File: src/rtl/median_stream_3_pkg.sv
// Shared constants for the 3-tap median stream filter: sample width, the
// "no echo" code, fill-level encoding and the default idle timeout.
package median_stream_3_pkg;

  localparam int unsigned MS3_WIDTH          = 20;
  localparam logic [19:0] MS3_INVALID_VALUE  = 20'hFFFFF;
  localparam int unsigned MS3_TIMEOUT_CYCLES = 27_000_000;

  // Window fill levels; 1 and 2 are both FILLING, FILL_FILLING marks the first.
  localparam logic [1:0] FILL_EMPTY   = 2'd0;
  localparam logic [1:0] FILL_FILLING = 2'd1;
  localparam logic [1:0] FILL_PRIMED  = 2'd3;

endpackage

File: src/rtl/median_stream_3_median_3.sv
// Combinational median of three unsigned values; ties resolve to the
// duplicated value because the result is always one of the inputs.
module median_3 #(
  parameter int unsigned WIDTH = 20
) (
  input  logic [WIDTH-1:0] a,
  input  logic [WIDTH-1:0] b,
  input  logic [WIDTH-1:0] c,
  output logic [WIDTH-1:0] m
);

  logic [WIDTH-1:0] lo_ab;
  logic [WIDTH-1:0] hi_ab;
  logic [WIDTH-1:0] lo_hc;

  always_comb begin
    lo_ab = (a < b) ? a : b;
    hi_ab = (a < b) ? b : a;
    lo_hc = (hi_ab < c) ? hi_ab : c;
    m     = (lo_ab > lo_hc) ? lo_ab : lo_hc;
  end

endmodule

File: src/rtl/median_stream_3.sv
// Sliding 3-sample median filter that drops "no echo" readings.
// Optional idle-timeout window clear is built when STALE_TIMEOUT_EN is defined.
//
// state   | meaning
// EMPTY   | fill == 0, no samples held
// FILLING | fill == 1 or 2, window partially loaded, no medians yet
// PRIMED  | fill == 3, every accept emits a median
module median_stream_3
  import median_stream_3_pkg::*;
#(
  parameter int unsigned      WIDTH         = MS3_WIDTH,
  parameter logic [WIDTH-1:0] INVALID_VALUE = WIDTH'(MS3_INVALID_VALUE)
`ifdef STALE_TIMEOUT_EN
  ,
  parameter int unsigned      TIMEOUT_CYCLES = MS3_TIMEOUT_CYCLES
`endif
) (
  input  logic             clock,
  input  logic             reset,
  input  logic [WIDTH-1:0] sample_in,
  input  logic             sample_valid,
  input  logic             flush,
  output logic [WIDTH-1:0] median_out,
  output logic             median_valid,
  output logic             primed,
  output logic [7:0]       dropped_count,
  output logic             stale
);

  logic [WIDTH-1:0] w0_q, w0_d, w1_q, w1_d, w2_q, w2_d;
  logic [WIDTH-1:0] median_q, median_d, median_w;
  logic [1:0]       fill_q, fill_d;
  logic             median_valid_q, median_valid_d;
  logic [7:0]       dropped_q, dropped_d;
  logic             accept, reject, timeout;

  median_3 #(.WIDTH(WIDTH)) u_median_3 (
    .a (sample_in),
    .b (w0_q),
    .c (w1_q),
    .m (median_w)
  );

  always_comb begin
    accept         = sample_valid && !flush && (sample_in != INVALID_VALUE);
    reject         = sample_valid && !flush && (sample_in == INVALID_VALUE);
    w0_d           = w0_q;
    w1_d           = w1_q;
    w2_d           = w2_q;
    fill_d         = fill_q;
    median_d       = median_q;
    median_valid_d = 1'b0;
    dropped_d      = dropped_q;

    // timeout is never raised in a cycle that accepts, so accept wins
    if (flush || timeout) begin
      w0_d   = '0;
      w1_d   = '0;
      w2_d   = '0;
      fill_d = FILL_EMPTY;
    end else if (accept) begin
      w0_d = sample_in;
      w1_d = w0_q;
      w2_d = w1_q;
      if (fill_q != FILL_PRIMED) fill_d = fill_q + 2'd1;
      if (fill_q >= FILL_PRIMED - 2'd1) begin
        median_d       = median_w;
        median_valid_d = 1'b1;
      end
    end

    if (reject && dropped_q != 8'hFF) dropped_d = dropped_q + 8'd1;
  end

  always_ff @(posedge clock) begin
    if (reset) begin
      w0_q           <= '0;
      w1_q           <= '0;
      w2_q           <= '0;
      fill_q         <= FILL_EMPTY;
      median_q       <= '0;
      median_valid_q <= 1'b0;
      dropped_q      <= '0;
    end else begin
      w0_q           <= w0_d;
      w1_q           <= w1_d;
      w2_q           <= w2_d;
      fill_q         <= fill_d;
      median_q       <= median_d;
      median_valid_q <= median_valid_d;
      dropped_q      <= dropped_d;
    end
  end

`ifdef STALE_TIMEOUT_EN
  localparam int unsigned CW = (TIMEOUT_CYCLES < 2) ? 1 : $clog2(TIMEOUT_CYCLES);
  localparam logic [CW-1:0] IDLE_LOAD = CW'(TIMEOUT_CYCLES - 1);

  logic [CW-1:0] idle_q, idle_d;
  logic          stale_q, stale_d;

  // Down-counter reloaded on every accept; terminal count zero means the
  // window has sat idle for TIMEOUT_CYCLES cycles.
  always_comb begin
    idle_d  = idle_q;
    stale_d = stale_q;
    timeout = 1'b0;
    if (flush) begin
      idle_d  = IDLE_LOAD;
      stale_d = 1'b0;
    end else if (accept) begin
      idle_d  = IDLE_LOAD;
      stale_d = 1'b0;
    end else if (fill_q >= FILL_FILLING) begin
      if (idle_q == '0) begin
        timeout = 1'b1;
        stale_d = 1'b1;
        idle_d  = IDLE_LOAD;
      end else begin
        idle_d = idle_q - CW'(1);
      end
    end
  end

  always_ff @(posedge clock) begin
    if (reset) begin
      idle_q  <= '0;
      stale_q <= 1'b0;
    end else begin
      idle_q  <= idle_d;
      stale_q <= stale_d;
    end
  end

  assign stale = stale_q;
`else
  assign timeout = 1'b0;
  assign stale   = 1'b0;
`endif

  assign median_out    = median_q;
  assign median_valid  = median_valid_q;
  assign primed        = (fill_q == FILL_PRIMED);
  assign dropped_count = dropped_q;

endmodule

File: config.mk
export PLATFORM = sky130hd
export DESIGN_NAME = median_stream_3
export DESIGN_NICKNAME = d
export VERILOG_FILES = /design/src/rtl/median_stream_3_pkg.sv /design/src/rtl/median_stream_3_median_3.sv /design/src/rtl/median_stream_3.sv
export SDC_FILE = /design/constraint.sdc
export NUM_CORES = 1
export LEC_CHECK = 0
export CORE_AREA = 2 2 99 101
export DETAILED_ROUTE_END_ITERATION = 10
export DIE_AREA = 0 0 101 103
export GPL_TIMING_DRIVEN = 0
export PLACE_DENSITY = 0.88
export SLEW_MARGIN = 15
export SYNTH_ARGS = -nofsm -noshare
export SYNTH_HDL_FRONTEND = slang
export SYNTH_SLANG_ARGS = --single-unit
File: constraint.sdc
create_clock -name clock -period 18.6 [get_ports clock]
set_input_delay 5.58 -clock clock [delete_from_list [all_inputs] [get_ports clock]]
set_output_delay 5.58 -clock clock [all_outputs]
set_load 0.01 [all_outputs]
Yosys cells after proc, flatten, opt, wreduce, memory -nomap -nowiden:

Index checks and enable logic that the tools add are counted.

* add/subtract/negate cells: 2
* mux-type cells: 5
* equal/unequal tests: 5
* $lt $le $gt $ge: 4
* reductions and logical operators: 9
* bitwise logic cells: 2

Operator list (number)
* 2-to-1 mux 20 bit: 4
* less-than comparator 20 bit: 2
* == test 20 bit, second input constant: 1
* greater-than comparator 20 bit: 1
* != test 20 bit, second input constant: 1
* adder 8 x 1 -> 8 bit, second input constant: 1
* != test 8 bit, second input constant: 1
* logical AND 1 bit: 4
* AND reduction 3 bit: 1
* OR reduction 3 bit: 1
* adder 2 x 1 -> 2 bit, second input constant: 1
* == test 2 bit, second input constant: 1
* >= comparator 2 bit, second input constant: 1
* != test 2 bit, second input constant: 1
* NOT 1 bit: 2
* AND reduction 2 bit: 1
* OR reduction 2 bit: 1
* logical NOT 1 bit: 1
* 2-to-1 mux 1 bit: 1

* bits in registers: 71
* logic and storage cells: 33

Depth between registers and ports, before layout:

Gate-level depths: netlist (run 1).

* word-level depth: 6
* mapped depth: 30

Cells and area by module:

Synthesis (run 1) repeated with hierarchy kept, for this count alone.

* cell total of the unflattened synthesis: 649
* area, all modules: 5376.4 um^2

By module, submodules not included
* median_stream_3: instances 1, area an instance 3062.9 um^2, cells an instance 318, sequential area each 1421.4 um^2
* median_3: instances 1, area an instance 2313.5 um^2, cells an instance 331, sequential area each 0.0 um^2

Worst setup path before layout (run 1):

Ideal clock, no wire load.

* kind: input-to-reg
* start point: in sample_in[14]
* end point: reg median_q[10], in the netlist median_out[10]
* setup time: 0.084 ns
* path buffers: 5
* path slack: 7.442 ns
* stages on the path: 29
* data required time: 18.516 ns
* arrival: 11.073 ns
* path through: ha_1 -> a21oi_1 -> nand2_1 -> a221oi_2 -> o221ai_2 -> buf_2 -> buf_2 -> nand2_1 -> o21ai_0 -> ha_1 -> a2111oi_0 -> o21ai_1 -> a221oi_2 -> nand3_1 -> nor2_1 -> a311o_1 -> buf_4 -> buf_4 -> mux2i_1 -> ha_1 -> nand2_1 -> or3_1 -> or4_1 -> o21ai_1 -> o21ai_2 -> nor3_4 -> buf_6 -> a21oi_1 -> o31ai_2

* longest elaborated chain between the ends: 6

Ends and longest elaborated chain
* start: declaration: line median_stream_3.sv:20 `input logic [WIDTH-1:0] sample_in,`
* less-than comparator 20 bit: line median_stream_3_median_3.sv:17, median_stream_3_median_3.sv:18
* 2-to-1 mux 20 bit: line median_stream_3_median_3.sv:18 `hi_ab = (a < b) ? b : a;`
* less-than comparator 20 bit: line median_stream_3_median_3.sv:19 `lo_hc = (hi_ab < c) ? hi_ab : c;`
* 2-to-1 mux 20 bit: line median_stream_3_median_3.sv:19
* greater-than comparator 20 bit: line median_stream_3_median_3.sv:20 `m = (lo_ab > lo_hc) ? lo_ab : lo_hc;`
* 2-to-1 mux 20 bit: line median_stream_3_median_3.sv:20
* end signal: assignment: line median_stream_3.sv:89 `median_q <= median_d;`
* end: declaration: line median_stream_3.sv:31 `logic [WIDTH-1:0] median_q, median_d, median_w;`

Several ways; a longest one is shown, not always the timed one.
A chain may end at the register's enable or synchronous reset.

Worst setup path after layout (run 1):

* start point: in sample_in[19]
* end point: reg median_q[15], in the netlist median_out[15]

The elaborated chain is that of the path after synthesis.

==> run metrics, run 1 <==
Worst Setup EP=median_out[15]; multiplexer fraction of the synthesized cell area=8.54%; total power density per cell area=75.4 nW/um^2; Post-Synth Adder-Cell Area=15.2%; cell area after placement=~5700 sq um; First-pass DRT Iterations=6; data arrival time of the critical path=13.40 ns; cell count after synthesis=646; cells on worst reg2reg path=29; Post-Synthesis Cell Area=5030 sq um; transition time at the pin with the least slew margin=a little over 0.7 ns; Storage cell area=1420 sq um; Net Count, Synth=731; CTS HTree Levels=3; post-synthesis cell type with the largest combined area=sky130_fd_sc_hd__dfxtp_1; number of endpoints with negative hold slack in the final report=0; number of antenna violations at the first check in global routing=0; DRC Markers=0; routed length per instance=18.5 um; # clock sinks=71; tightest hold margin=roughly 0.46 ns; worst vdd ir=39.3 uV; number of warnings issued by yosys=0; proportion of layout cells with a drive suffix above 1=~8.8%; clock buffer depth=2; highest cell delay on the worst timing path=0.56 ns; worst setup path startpoint=sample_in[19]; antenna violation net count after detailed routing=0; critical-path cell with the highest stage delay=sky130_fd_sc_hd__clkdlybuf4s50_1; Static Leak=0.00224 uW; worst clock skew=0.00699 ns; initial standard-cell utilization of the core=53.1%; number of vias in the routed layout=5104; ports placed on the boundary=55; fraction of synthesized cell area taken by the top area cell type=28.3%; total half-perimeter wirelength after legalization and detailed placement=11300 um; antenna diode count=0; clock tree from TritonCTS=yes; final WL=~15000 um; Post-Synthesis Mean Instance Area=around 7.8 sq um; Hold/Removal Path Class=register to register; total of max-cap violations=0; wire length of the first global-routing pass=between 20000 and 25000 um; final weighted congestion of routability-driven global placement=0.980; required arrival time at the worst endpoint=18.88 ns; number of core rows=36; combinational family with the most area after synthesis=simple AND/OR/NAND/NOR gates; floorplan die width=between 100 and 150 um; Period minus WS final=13.12 ns; CORE AREA=9460 sq um; Most used DFF post-synth=sky130_fd_sc_hd__dfxtp_1; area grow syn2layout=18.5%; area of the multi-input gates=3250 sq um; area of the die=10400 sq um; Skew-Pair Late Insertion Delay=0.36 ns; kind of capture point of the worst setup path=register; startpoint type of the worst setup path=input pin; fraction of the mapped netlist area in compound gates=18.4%; Max Fanout on Critical Path=10; cell at the root of the clock tree=sky130_fd_sc_hd__clkbuf_8; number of DRC violations after detailed-routing iteration 0=498; worst reg2reg setup slack=10.85 ns; post-cts gate resize count=0; result of the run=complete, no violations; headroom to the max-slew limit=between 50 and 60%; dominant cells by area after synthesis=sky130_fd_sc_hd__dfxtp_1 28%, sky130_fd_sc_hd__ha_1 15%, sky130_fd_sc_hd__nand2_1 11%; TNS Setup=0 ns; number of post-CTS setup repair buffers=0; Final Slew Violations=0; capturing point of the worst reg2reg path=median_out[15]; count of hold-fix buffers inserted at cts=0; Die Y=103 um; post-synthesis sequential element count=71; fin nets=just under 800; Avg Vias per Cell=6.16; number of fill cells in the layout=810; area of all placed cells without fillers=5950 sq um; all-layer global routing usage=a little under a third; count of distinct cell types in the synthesized netlist=51; portion of the post-synthesis area used by sequential elements=28.3%; overall overflow remaining after global route=0; CTS clk-pin slew, worst paths=0.08 ns; number of input and output port buffers inserted=53; count of flip-flops with a built-in enable after synthesis=0; RSZ-0062 raised after global routing=false; largest net degree at the start of global routing=13; count of endpoints failing setup in the final report=0; launch point of the worst reg-to-reg path=w0_q[19]; class of the most critical setup path=input pin to register; period utilization=70.5%; number of buffers created by CTS=9; Synth Area in Simple Gates=21.1%; number of global-route vias before repair=5013; maximum frequency from static timing analysis=around 0.076 GHz; FFs w/ async S/R, synth=0%; xor and xnor area share after synthesis=1.39%
[worst min-delay path by stage]
stage	start	endpoint	slack, ns	depth (start not counted)
floorplan	w1_q[17]	w1_q[17]	0.45	2
finish	median_out[5]	median_out[5]	0.46	2
CTS	median_out[5]	median_out[5]	0.46	2
detailed placement	median_out[5]	median_out[5]	0.44	2
global placement	median_out[11]	median_out[11]	0.44	2
global route	median_out[6]	median_out[6]	0.48	2
[cells in the mapped netlist, types with 4 or more instances]
cell                        number
sky130_fd_sc_hd__mux2_2         15
sky130_fd_sc_hd__o221ai_1        4
sky130_fd_sc_hd__dfxtp_1        71
sky130_fd_sc_hd__o31ai_2         9
sky130_fd_sc_hd__clkbuf_1       23
sky130_fd_sc_hd__nand3_1         7
sky130_fd_sc_hd__a2111oi_0       4
sky130_fd_sc_hd__mux2i_1        26
sky130_fd_sc_hd__inv_1          48
sky130_fd_sc_hd__ha_1           61
sky130_fd_sc_hd__nor3_1         33
sky130_fd_sc_hd__nand4_1        12
sky130_fd_sc_hd__o31ai_1         6
sky130_fd_sc_hd__buf_2           5
sky130_fd_sc_hd__xor2_1          5
sky130_fd_sc_hd__nand2_1       143
sky130_fd_sc_hd__nor2_1         21
sky130_fd_sc_hd__o21ai_1         5
sky130_fd_sc_hd__a211oi_1        4
sky130_fd_sc_hd__buf_4           4
sky130_fd_sc_hd__a21oi_1        71
sky130_fd_sc_hd__o21ai_0        25
[stage by stage]
step	cells	setup slack (ns)	util, %	total power (uW)
after CTS	829	5.65	62.9	445
final	829	5.48	62.9	449
after floorplan	646	7.44	-	246
after global placement	813	5.56	60.3	283
after detailed placement	813	5.37	60.3	287
after global routing	829	5.12	62.9	466
[critical path, delay by kind of cell]
| kind | cells | cell delay [ns] |
|---|---|---|
| adders and majority gates | 3 | 1.06 |
| and+or+nand+nor | 10 | 1.79 |
| AOI/OAI and AO/OA | 9 | 2.58 |
| muxes | 1 | 0.12 |
| buffers and inverters | 6 | 2.23 |
[report_power, final]
group	switching, uW	total, uW	internal (uW)
registers	1.82	156	154
clock network	64.1	161	96.5
logic	83.3	133	49.3
total	149	449	300
[cell usage in the layout, fill, tap and decap left out, types with 21 or more instances in the layout]
cell type                         count
sky130_fd_sc_hd__clkbuf_1            23
sky130_fd_sc_hd__mux2i_1             26
sky130_fd_sc_hd__o21ai_0             25
sky130_fd_sc_hd__nand2_1            143
sky130_fd_sc_hd__clkdlybuf4s50_1     53
sky130_fd_sc_hd__a21oi_1             71
sky130_fd_sc_hd__nor3_1              33
sky130_fd_sc_hd__ha_1                61
sky130_fd_sc_hd__inv_1               48
sky130_fd_sc_hd__nor2_1              21
sky130_fd_sc_hd__dfxtp_1             71
[layout make-up]
cell class | instances | area share [%]
Buffer | 35 | 2.94
Clock buffer | 11 | 2.54
Clock inverter | 5 | 1.74
Inverter | 48 | 3.03
Multi-Input combinational cell | 492 | 54.6
Sequential cell | 71 | 23.9
Tap cell | 114 | 2.40
Timing Repair Buffer | 53 | 8.91
[sequential cells by signal, summed over array words and instances (netlist names)]
signal,count
dropped_count,8
fill_q,2
median_out,20
median_valid,1
w0_q,20
w1_q,20
[layer usage]
layer  wire [um]  track usage, %
met5           0               0
met2        6900            49.3
met3        1550            7.05
met1        6160            36.3
met4         728            18.4
[kinds of logic (layout without fill, tap and decap cells)]
family          count (synthesis)  in the layout
flops                          71             71
compound gates                144            144
mux                            41             41
xor+xnor                        8              8
other cells                     1              1
simple gates                  237            237
buf+inv                        83            152
fa+ha+maj                      61             61
Note: power is estimated with default switching activity, not from simulation.
==> run 2, diff against run 1 <==
clock period = 12.6 ns   (was 18.6 ns; I/O delays follow)
==> results of run 2 <==
The final DEF is identical to that of run 1. Status: complete, no violations.
Among the figures that moved: setup slack after placement 5.37 ns -> 1.17 ns; setup slack after layout 5.48 ns -> 1.28 ns; register-to-register setup slack 10.85 ns -> 4.85 ns; total power 449 uW -> 663 uW; worst IR drop on VDD 39.3 uV -> 58.0 uV
